===== src/rtl/pc_redirect_unit_pkg.sv =====
// Shared PC-stage definitions: state encodings, datapath width, increment.
// Imported by the PC stage, the hazard unit and the testbench.
package pc_redirect_unit_pkg;

    localparam int XLEN = 32;
    localparam int PC_W = XLEN;

    localparam logic [PC_W-1:0] PC_INC = 32'd4;

    typedef enum logic [1:0] {
        PCS_RUN   = 2'd0,
        PCS_FLUSH = 2'd1,
        PCS_HALT  = 2'd2,
        PCS_TRAP  = 2'd3
    } pcState_t;

    // JALR rule: the low target bit never reaches the PC.
    function automatic logic [PC_W-1:0] alignTarget(
        input logic [PC_W-1:0] a
    );
        return a & ~PC_W'(1);
    endfunction

endpackage


===== src/rtl/pc_redirect_unit_flush_sequencer.sv =====
// Flush sequencer: 3-bit down-counter plus registered flush flag.
// Ports: load (restart count), hold (force flush on), step (non-stalled cycle);
// flush (registered), done (counter at zero).
module flush_sequencer #(
    parameter int DEPTH = 2
) (
    input  logic clk,
    input  logic rst,
    input  logic load,
    input  logic hold,
    input  logic step,
    output logic flush,
    output logic done
);

    localparam logic [2:0] RELOAD = 3'(DEPTH - 1);

    logic [2:0] cnt;
    logic       flushQ;

    always_ff @(posedge clk or posedge rst) begin
        if (rst) begin
            cnt    <= '0;
            flushQ <= 1'b0;
        end else if (load) begin
            cnt    <= RELOAD;
            flushQ <= 1'b1;
        end else if (hold) begin
            flushQ <= 1'b1;
        end else if (flushQ && step) begin
            if (cnt == 3'd0) begin
                flushQ <= 1'b0;
            end else begin
                cnt <= cnt - 3'd1;
            end
        end
    end

    assign flush = flushQ;
    assign done  = (cnt == 3'd0);

endmodule


===== src/rtl/pc_redirect_unit.sv =====
// PC stage: fetch PC register, next-PC mux, redirect/flush/halt FSM, link adder.
// Ports: clk, rst, stall, should_jump, target, halt_req in; pc, pc_plus4,
// fetch_valid, flush, halted, misaligned out.
// Option macro PC_MISALIGN_TRAP_EN: target[1]=1 redirects to TRAP_VEC.
module pc_redirect_unit
    import pc_redirect_unit_pkg::*;
#(
    parameter logic [31:0] RESET_PC    = 32'h0000_0000,
    parameter int          FLUSH_DEPTH = 2,
    parameter logic [31:0] TRAP_VEC    = 32'h0000_0010
) (
    input  logic            clk,
    input  logic            rst,
    input  logic            stall,
    input  logic            should_jump,
    input  logic [PC_W-1:0] target,
    input  logic            halt_req,
    output logic [PC_W-1:0] pc,
    output logic [PC_W-1:0] pc_plus4,
    output logic            fetch_valid,
    output logic            flush,
    output logic            halted,
    output logic            misaligned
);

    pcState_t        state;
    pcState_t        stateNext;
    logic [PC_W-1:0] pcNext;
    logic [PC_W-1:0] jumpPc;
    pcState_t        jumpState;
    logic            redirect;
    logic            seqDone;

    assign pc_plus4 = pc + PC_INC;

    // Halted core ignores everything; halt_req outranks a redirect.
    assign redirect = should_jump && !halt_req
                      && (state != PCS_HALT);

`ifdef PC_MISALIGN_TRAP_EN
    assign jumpPc    = target[1] ? TRAP_VEC : alignTarget(target);
    assign jumpState = target[1] ? PCS_TRAP : PCS_FLUSH;

    logic misQ;
    always_ff @(posedge clk or posedge rst) begin
        if (rst) begin
            misQ <= 1'b0;
        end else if (redirect && target[1]) begin
            misQ <= 1'b1;
        end
    end
    assign misaligned = misQ;
`else
    assign jumpPc     = alignTarget(target);
    assign jumpState  = PCS_FLUSH;
    assign misaligned = 1'b0;
`endif

    always_ff @(posedge clk or posedge rst) begin
        if (rst) begin
            state <= PCS_RUN;
        end else begin
            state <= stateNext;
        end
    end

    always_comb begin
        stateNext = state;
        case (state)
            PCS_HALT: stateNext = PCS_HALT;
            PCS_RUN: begin
                if (halt_req) begin
                    stateNext = PCS_HALT;
                end else if (should_jump) begin
                    stateNext = jumpState;
                end
            end
            default: begin
                if (halt_req) begin
                    stateNext = PCS_HALT;
                end else if (should_jump) begin
                    stateNext = jumpState;
                end else if (!stall && seqDone) begin
                    stateNext = PCS_RUN;
                end
            end
        endcase
    end

    always_comb begin
        fetch_valid = (state == PCS_RUN) && !stall && !flush;
        halted      = (state == PCS_HALT);
    end

    // Redirect beats stall; during a flush the new stream keeps fetching.
    always_comb begin
        pcNext = pc;
        if (state != PCS_HALT && !halt_req) begin
            if (should_jump) begin
                pcNext = jumpPc;
            end else if (!stall) begin
                pcNext = pc_plus4;
            end
        end
    end

    always_ff @(posedge clk or posedge rst) begin
        if (rst) begin
            pc <= RESET_PC;
        end else begin
            pc <= pcNext;
        end
    end

    flush_sequencer #(
        .DEPTH(FLUSH_DEPTH)
    ) uSeq (
        .clk  (clk),
        .rst  (rst),
        .load (redirect),
        .hold (stateNext == PCS_HALT),
        .step (!stall),
        .flush(flush),
        .done (seqDone)
    );

endmodule

===== config.mk =====
export PLATFORM = sky130hd
export DESIGN_NAME = pc_redirect_unit
export DESIGN_NICKNAME = d
export VERILOG_FILES = /design/src/rtl/pc_redirect_unit_pkg.sv /design/src/rtl/pc_redirect_unit_flush_sequencer.sv /design/src/rtl/pc_redirect_unit.sv
export SDC_FILE = /design/constraint.sdc
export NUM_CORES = 1
export LEC_CHECK = 0
export ABC_AREA = 1
export ABC_CLOCK_PERIOD_IN_PS = 3600
export CAP_MARGIN = 10
export CORE_MARGIN = 3
export CORE_UTILIZATION = 50
export CTS_BUF_LIST = sky130_fd_sc_hd__clkbuf_4 sky130_fd_sc_hd__clkbuf_8
export DETAILED_ROUTE_END_ITERATION = 10
export PLACE_DENSITY = 0.92
export SYNTH_ARGS = -nofsm -noshare
export SYNTH_HDL_FRONTEND = slang
export SYNTH_SLANG_ARGS = --single-unit
export TNS_END_PERCENT = 50

===== constraint.sdc =====
create_clock -name clk -period 3.6 [get_ports clk]
set_input_delay 0.36 -clock clk [delete_from_list [all_inputs] [get_ports clk]]
set_output_delay 0.36 -clock clk [all_outputs]
set_load 0.1 [all_outputs]

==> results_dict.tcl, run 1 <==
set metrics [dict create \
    period_minus_slack_ps 2540 \
    synth_area_sq_um 2850 \
    critPathCaptureType "output pin" \
    ys_types 31 \
    fin_worst_skew_ps 6.87 \
    grt_max_degree 47 \
    cts_buffers 5 \
    wl_met2_microns 4180 \
    clock_path_buffers 2 \
    clock_latency_ps 310 \
    synth_warnings 0 \
    drt-initial-drc-count 185 \
    vias 3179 \
    wl_per_cell_microns 13.4 \
    m1WireLength_microns 3460 \
    post_cts_resized 0 \
    cts-root-buf "clkbuf_8" \
    critical_path.max_stage_delay_ps 1140 \
    grt_pass1_wl_microns 13700 \
    totalWireLength_microns 8330 \
    slowest_stage "clkdlybuf4s50_1" \
    slew_headroom 0.328 \
    drc 0 \
    syn_inst 453 \
    hpwl_microns 6350 \
    clkSinkCount 37 \
    clkTransAtPathRegs_ps 80 \
    groute.usage.overall 0.261 \
    dr.pass1.iters 4 \
    grt_pass1_vias 3081 \
    finalHoldViolCount 0 \
    htree_levels 2 \
    min_period_over_period 0.706 \
    seq_area_frac_synth 0.325 \
    n_fill_cell 445 \
    syn_to_final_growth_pct 36.9 \
    insertedDiodeCount 0 \
    synth_area_leaders "dfrtp_1 32%, nand2_1 22%, nor2_1 11%, inv_1 5.5%, nand3_1 4.7%" \
    dieArea_sq_um 6650 \
    core_sq_um 5300 \
    setup_viol 0 \
    cap_violations 0 \
    post-cts-setup-buffers 0 \
    worst-setup-path-type "reg2out" \
    critical_path_arrival_ps 2180 \
    postSynthAreaPerCell_sq_um 6.29 \
    crit_required_ps 3240 \
    place.port_buffers 100 \
    worst_hold_path_type "in2async" \
    via_per_inst 5.13 \
    antenna_found_initial 0 \
    whs_ps 466 \
    r2r-start "state[1]" \
    start_util 0.538 \
    die_x_microns 81.5 \
    drive_gt1_frac 0.124 \
    report.final.slew_viol_count 0 \
    synth_top_area_cell "dfrtp_1" \
    ant_nets 0 \
    setup.worst_path.start_class "flip-flop" \
    startpoint "pc[3]" \
    cts_hold_buf 0 \
    gp_routability_congestion 0.870 \
    route.met3.wl_microns 544 \
    rsz0062_at_grt "no" \
    cp_cell_sequence "ha_1 -> clkdlybuf4s50_1" \
    dp_cells 612 \
    cp_max_fo 4 \
    io_pins 105 \
    highest_layer "met4" \
    worst_pin_slew_ps 1000 \
    cts_tree "done" \
    overflow 0 \
    nets 589 \
    row_count 26 \
    die_h_microns 81.5 \
    post-synth-top-area-fraction 0.325 \
    ys_ff_latch 37 \
    fmax_ghz 0.394 \
    run_status "finished clean" \
    fin_tns_setup_ps 0 \
    finalNonFillerCells 620 \
]
[per-layer routing]
metal,GRT usage,vias to the layer above
li1,-,1586
met1,0.305,1469
met2,0.485,108
met3,0.0417,16
met4,0.0760,0
met5,0,-
[state kept, by name, summed over array words and instances, names as in the netlist]
name,cells
uSeq.flush,1
state,2
pc,31
uSeq.cnt,3
[cells in the mapped netlist (all sizes together)]
library cell	instances
nand2	172
nor2	92
inv	47
o21ai	39
dfrtp	37
nand3	28
buf	9
clkbuf	6
xor2	5
nand3b	4
ha	3
a21oi	2
nand4	2
o22ai	2
xnor2	2
conb	1
nor4	1
o31ai	1
[kinds of logic after synthesis]
kind of cell,count (synthesis),share of synthesized area
compound gates,44,0.0843
xor+xnor,7,0.0215
fa+ha+maj,3,0.0132
buf+inv,62,0.0943
flops,37,0.325
other cells,1,0.00132
simple gates,299,0.461
[critical path: cells and delay by family (launching register included)]
kind | cells | cell delay (ps)
fa+ha+maj | 1 | 310
buf+inv | 1 | 1140
flops | 1 | 420
[final timing paths]
| check | endpoint | cells after the start | slack (ps) |
|---|---|---|---|
| worst max-delay path | pc_plus4[3] | 2 | 1060 |
| worst min-delay path | uSeq.cnt[1] | 3 | 470 |
| worst max register to register | pc[13] | 7 | 1920 |
| worst min register to register | pc[1] | 2 | 520 |
| max in group asynchronous | pc[14] | 3 | 2780 |
| min in group clk | pc[1] | 2 | 520 |
[through the flow]
stage / cell area, sq um / utilization / worst slack [ps]
2_1_floorplan: 2870 / - / -358
3_3_place_gp: 3810 / 0.719 / 986
3_5_place_dp: 3810 / 0.719 / 935
4_1_cts: 3900 / 0.736 / 1060
5_1_grt: 3900 / 0.736 / 1020
6_report: 3900 / 0.736 / 1060
[cell usage in the layout (no fill, tap or decap)]
cell / synthesis / layout
o21ai_1: 20 / 20
o21ai_4: 1 / 1
xnor2_2: 0 / 1
nand3_1: 27 / 27
clkdlybuf4s50_1: 0 / 71
xor2_1: 5 / 5
nand2_8: 1 / 1
ha_1: 3 / 3
nand3b_1: 4 / 4
nor2_2: 2 / 2
o21ai_0: 17 / 17
nand2_1: 164 / 164
clkinvlp_4: 0 / 3
nand2_4: 1 / 1
inv_2: 5 / 5
a21oi_1: 2 / 2
o21ai_2: 1 / 1
nand2_2: 6 / 6
nor4_2: 0 / 1
inv_1: 42 / 42
nor2_4: 7 / 7
dfrtp_1: 37 / 37
xnor2_1: 2 / 1
o31ai_1: 1 / 1
nand4_1: 2 / 2
conb_1: 1 / 3
clkbuf_8: 1 / 5
o22ai_1: 2 / 2
nand3_2: 1 / 1
nor2_8: 2 / 2
nor2_1: 81 / 81
buf_4: 6 / 31
[final cells by class]
type	count	area, sq um	area share
Multi-Input combinational cell	356	1680	0.430
Timing Repair Buffer	102	943	0.242
Sequential cell	37	926	0.237
Inverter	47	176	0.0452
Tap cell	70	87.6	0.0224
Clock buffer	5	68.8	0.0176
Clock inverter	3	22.5	0.00577
Power of run 1 is not shown: default switching activity piles up to over one toggle a cycle in this logic, so the estimate is an artifact.
==> inputs of run 2 (changes only) <==
--- a/config.mk
+++ b/config.mk
@@ -6,13 +6,13 @@
 export NUM_CORES = 1
 export LEC_CHECK = 0
 export ABC_AREA = 1
-export ABC_CLOCK_PERIOD_IN_PS = 3600
+export ABC_CLOCK_PERIOD_IN_PS = 2200
 export CAP_MARGIN = 10
 export CORE_MARGIN = 3
-export CORE_UTILIZATION = 50
+export CORE_UTILIZATION = 42
 export CTS_BUF_LIST = sky130_fd_sc_hd__clkbuf_4 sky130_fd_sc_hd__clkbuf_8
 export DETAILED_ROUTE_END_ITERATION = 10
-export PLACE_DENSITY = 0.92
+export PLACE_DENSITY = 0.82
 export SYNTH_ARGS = -nofsm -noshare
 export SYNTH_HDL_FRONTEND = slang
 export SYNTH_SLANG_ARGS = --single-unit
==> constraint.sdc (replaced) <==
create_clock -name clk -period 2.2 [get_ports clk]
set_input_delay 0.22 -clock clk [delete_from_list [all_inputs] [get_ports clk]]
set_output_delay 0.22 -clock clk [all_outputs]
set_load 0.1 [all_outputs]
==> run 2 against run 1 <==
  * Global-route usage shrank 1.8 points
  * Design area grew 17%
  * Clock-buffer cell count grew 3
  * Critical path depth grew 6
  * Critical path type unchanged
  * Worst setup slack lost 1000 ps
  * Utilization shrank 3.0 points
  * Wire length grew 6.7%
  * Largest cell class unchanged
  * Die area grew 18%
  * Critical endpoint is now pc_plus4[26]
==> results_dict.tcl, run 2 (synthesis results as in run 1) <==
set metrics [dict create \
    drc 0 \
    finalHoldViolCount 0 \
    die_h_microns 88.4 \
    r2r-start "pc[9]" \
    reg2regPathDepth 9 \
    critical_path_arrival_ps 1920 \
    cts-root-buf "clkbuf_8" \
    fin_worst_skew_ps 8.43 \
    ant_nets 0 \
    cts_tree "done" \
    reg_top3 "pc: 31 flops, uSeq.cnt: 3 flops, state: 2 flops" \
    worst_pin_slew_ps 513 \
    setup_viol 0 \
    rsz0062_at_grt "yes" \
    cp_common_cell "inv_1" \
    worst_hold_path_type "in2async" \
    syn_to_final_growth_pct 59.9 \
    row_count 29 \
    fmax_ghz 0.467 \
    clock_path_buffers 2 \
    run_status "finished clean" \
    slowest_stage "dfrtp_4" \
    n_fill_cell 522 \
    cp_max_fo 6 \
    start_util 0.441 \
    grt_max_degree 38 \
    drt-initial-drc-count 247 \
    multi_input_area_sq_um 1970 \
    regMostFlops "pc" \
    insertedDiodeCount 0 \
    gp_routability_congestion 0.917 \
    cts_buffers 5 \
    rr_endpoint "pc[25]" \
    groute.usage.overall 0.243 \
    crit_required_ps 1980 \
    critical_path.max_stage_delay_ps 440 \
    io_pins 105 \
    slew_headroom 0.657 \
    dieArea_sq_um 7810 \
    setup.worst_path.start_class "flip-flop" \
    utilization 0.706 \
    critPathCaptureType "output pin" \
    clkSinkCount 37 \
    htree_levels 2 \
    final_common_cell "nand2_1" \
    via_per_inst 5.12 \
    vias 3226 \
    layout_common_cells "145 x nand2_1, 78 x nor2_1, 41 x inv_1, 38 x buf_4, 35 x clkdlybuf4s50_1" \
    core_sq_um 6460 \
    grt_pass1_vias 3258 \
    min_period_over_period 0.973 \
    cp_cell_sequence "ha_2 -> inv_1 -> nor2_4 -> nand2_4 -> inv_1 -> nand3_1 -> nand2_1 -> buf_12" \
    die_x_microns 88.4 \
    dr.pass1.iters 4 \
    place.port_buffers 100 \
    worst-setup-path-type "reg2out" \
    largest_register_ffs 31 \
    cap_violations 0 \
    overflow 0 \
    final-seq-area_sq_um 950 \
    report.final.slew_viol_count 0 \
    nets 592 \
    clkTransAtPathRegs_ps 80 \
    period_minus_slack_ps 2140 \
    drive_gt1_frac 0.280 \
    hpwl_microns 7000 \
    antenna_found_initial 0 \
    totalWireLength_microns 8890 \
    wl_per_cell_microns 14.1 \
    rrSetupSlack_ps 540 \
    grt_pass1_wl_microns 15100 \
    clock_latency_ps 300 \
]
run 2: how the worst max path moves through the flow:
stage,startpoint,end,cells past startpoint
floorplan,pc[2],pc[7],6
finish,pc[2],pc_plus4[26],8
CTS,pc[16],pc_plus4[29],8
detailed placement,stall,pc[16],6
global route,pc[2],pc_plus4[20],7
global placement,stall,pc[13],6
run 2: area by class of cell:
type                       instances  share of cell area
clock buffer                       8              0.0200
inverter                          47              0.0395
multi-input combinational        356               0.431
sequential                        37               0.208
tap                               77              0.0211
timing repair buffer             105               0.280
run 2: per-stage QoR:
step / setup WS (ps) / hold slack (ps) / cells / setup TNS [ps] / instance area (sq um)
6_report: 58.8 / 344 / 630 / 0 / 4560
5_1_grt: -13.7 / 412 / 630 / -13.7 / 4560
4_1_cts: 23.7 / 363 / 630 / 0 / 4540
3_5_place_dp: 252 / 507 / 622 / 0 / 4450
3_3_place_gp: 307 / 484 / 622 / 0 / 4450
2_1_floorplan: -309 / 327 / 455 / -5620 / 3170
run 2: critical path: cells and delay by family, from the launching register on:
kind	cells	cell delay, ps
simple gates	4	540
flops	1	440
buf+inv	3	400
fa+ha+maj	1	240
run 2: timing repair:
item                                    CTS  global route
endpoints found under the setup margin    2             7
buffers inserted                          0             0
hold buffers                              0             0
gates resized for setup                   1             5
endpoints found under the hold margin     0             0
run 2: layer usage:
metal	vias up	part of all wire	GRT usage
met1	1508	0.40	0.299
met5	-	0	0
met4	0	0.022	0.0810
li1	1595	-	-
met3	22	0.066	0.0410
met2	101	0.52	0.431
Power of run 2 is left out for the same reason.
==> inputs of run 3 (changes only) <==
--- a/config.mk
+++ b/config.mk
@@ -13,6 +13,7 @@
 export CTS_BUF_LIST = sky130_fd_sc_hd__clkbuf_4 sky130_fd_sc_hd__clkbuf_8
 export DETAILED_ROUTE_END_ITERATION = 10
 export PLACE_DENSITY = 0.82
+export SKIP_CTS_REPAIR_TIMING = 1
 export SYNTH_ARGS = -nofsm -noshare
 export SYNTH_HDL_FRONTEND = slang
 export SYNTH_SLANG_ARGS = --single-unit
==> results of run 3 <==
The final DEF is identical to that of run 2; final timing and power are the same.
Power of run 3 is left out for the same reason.
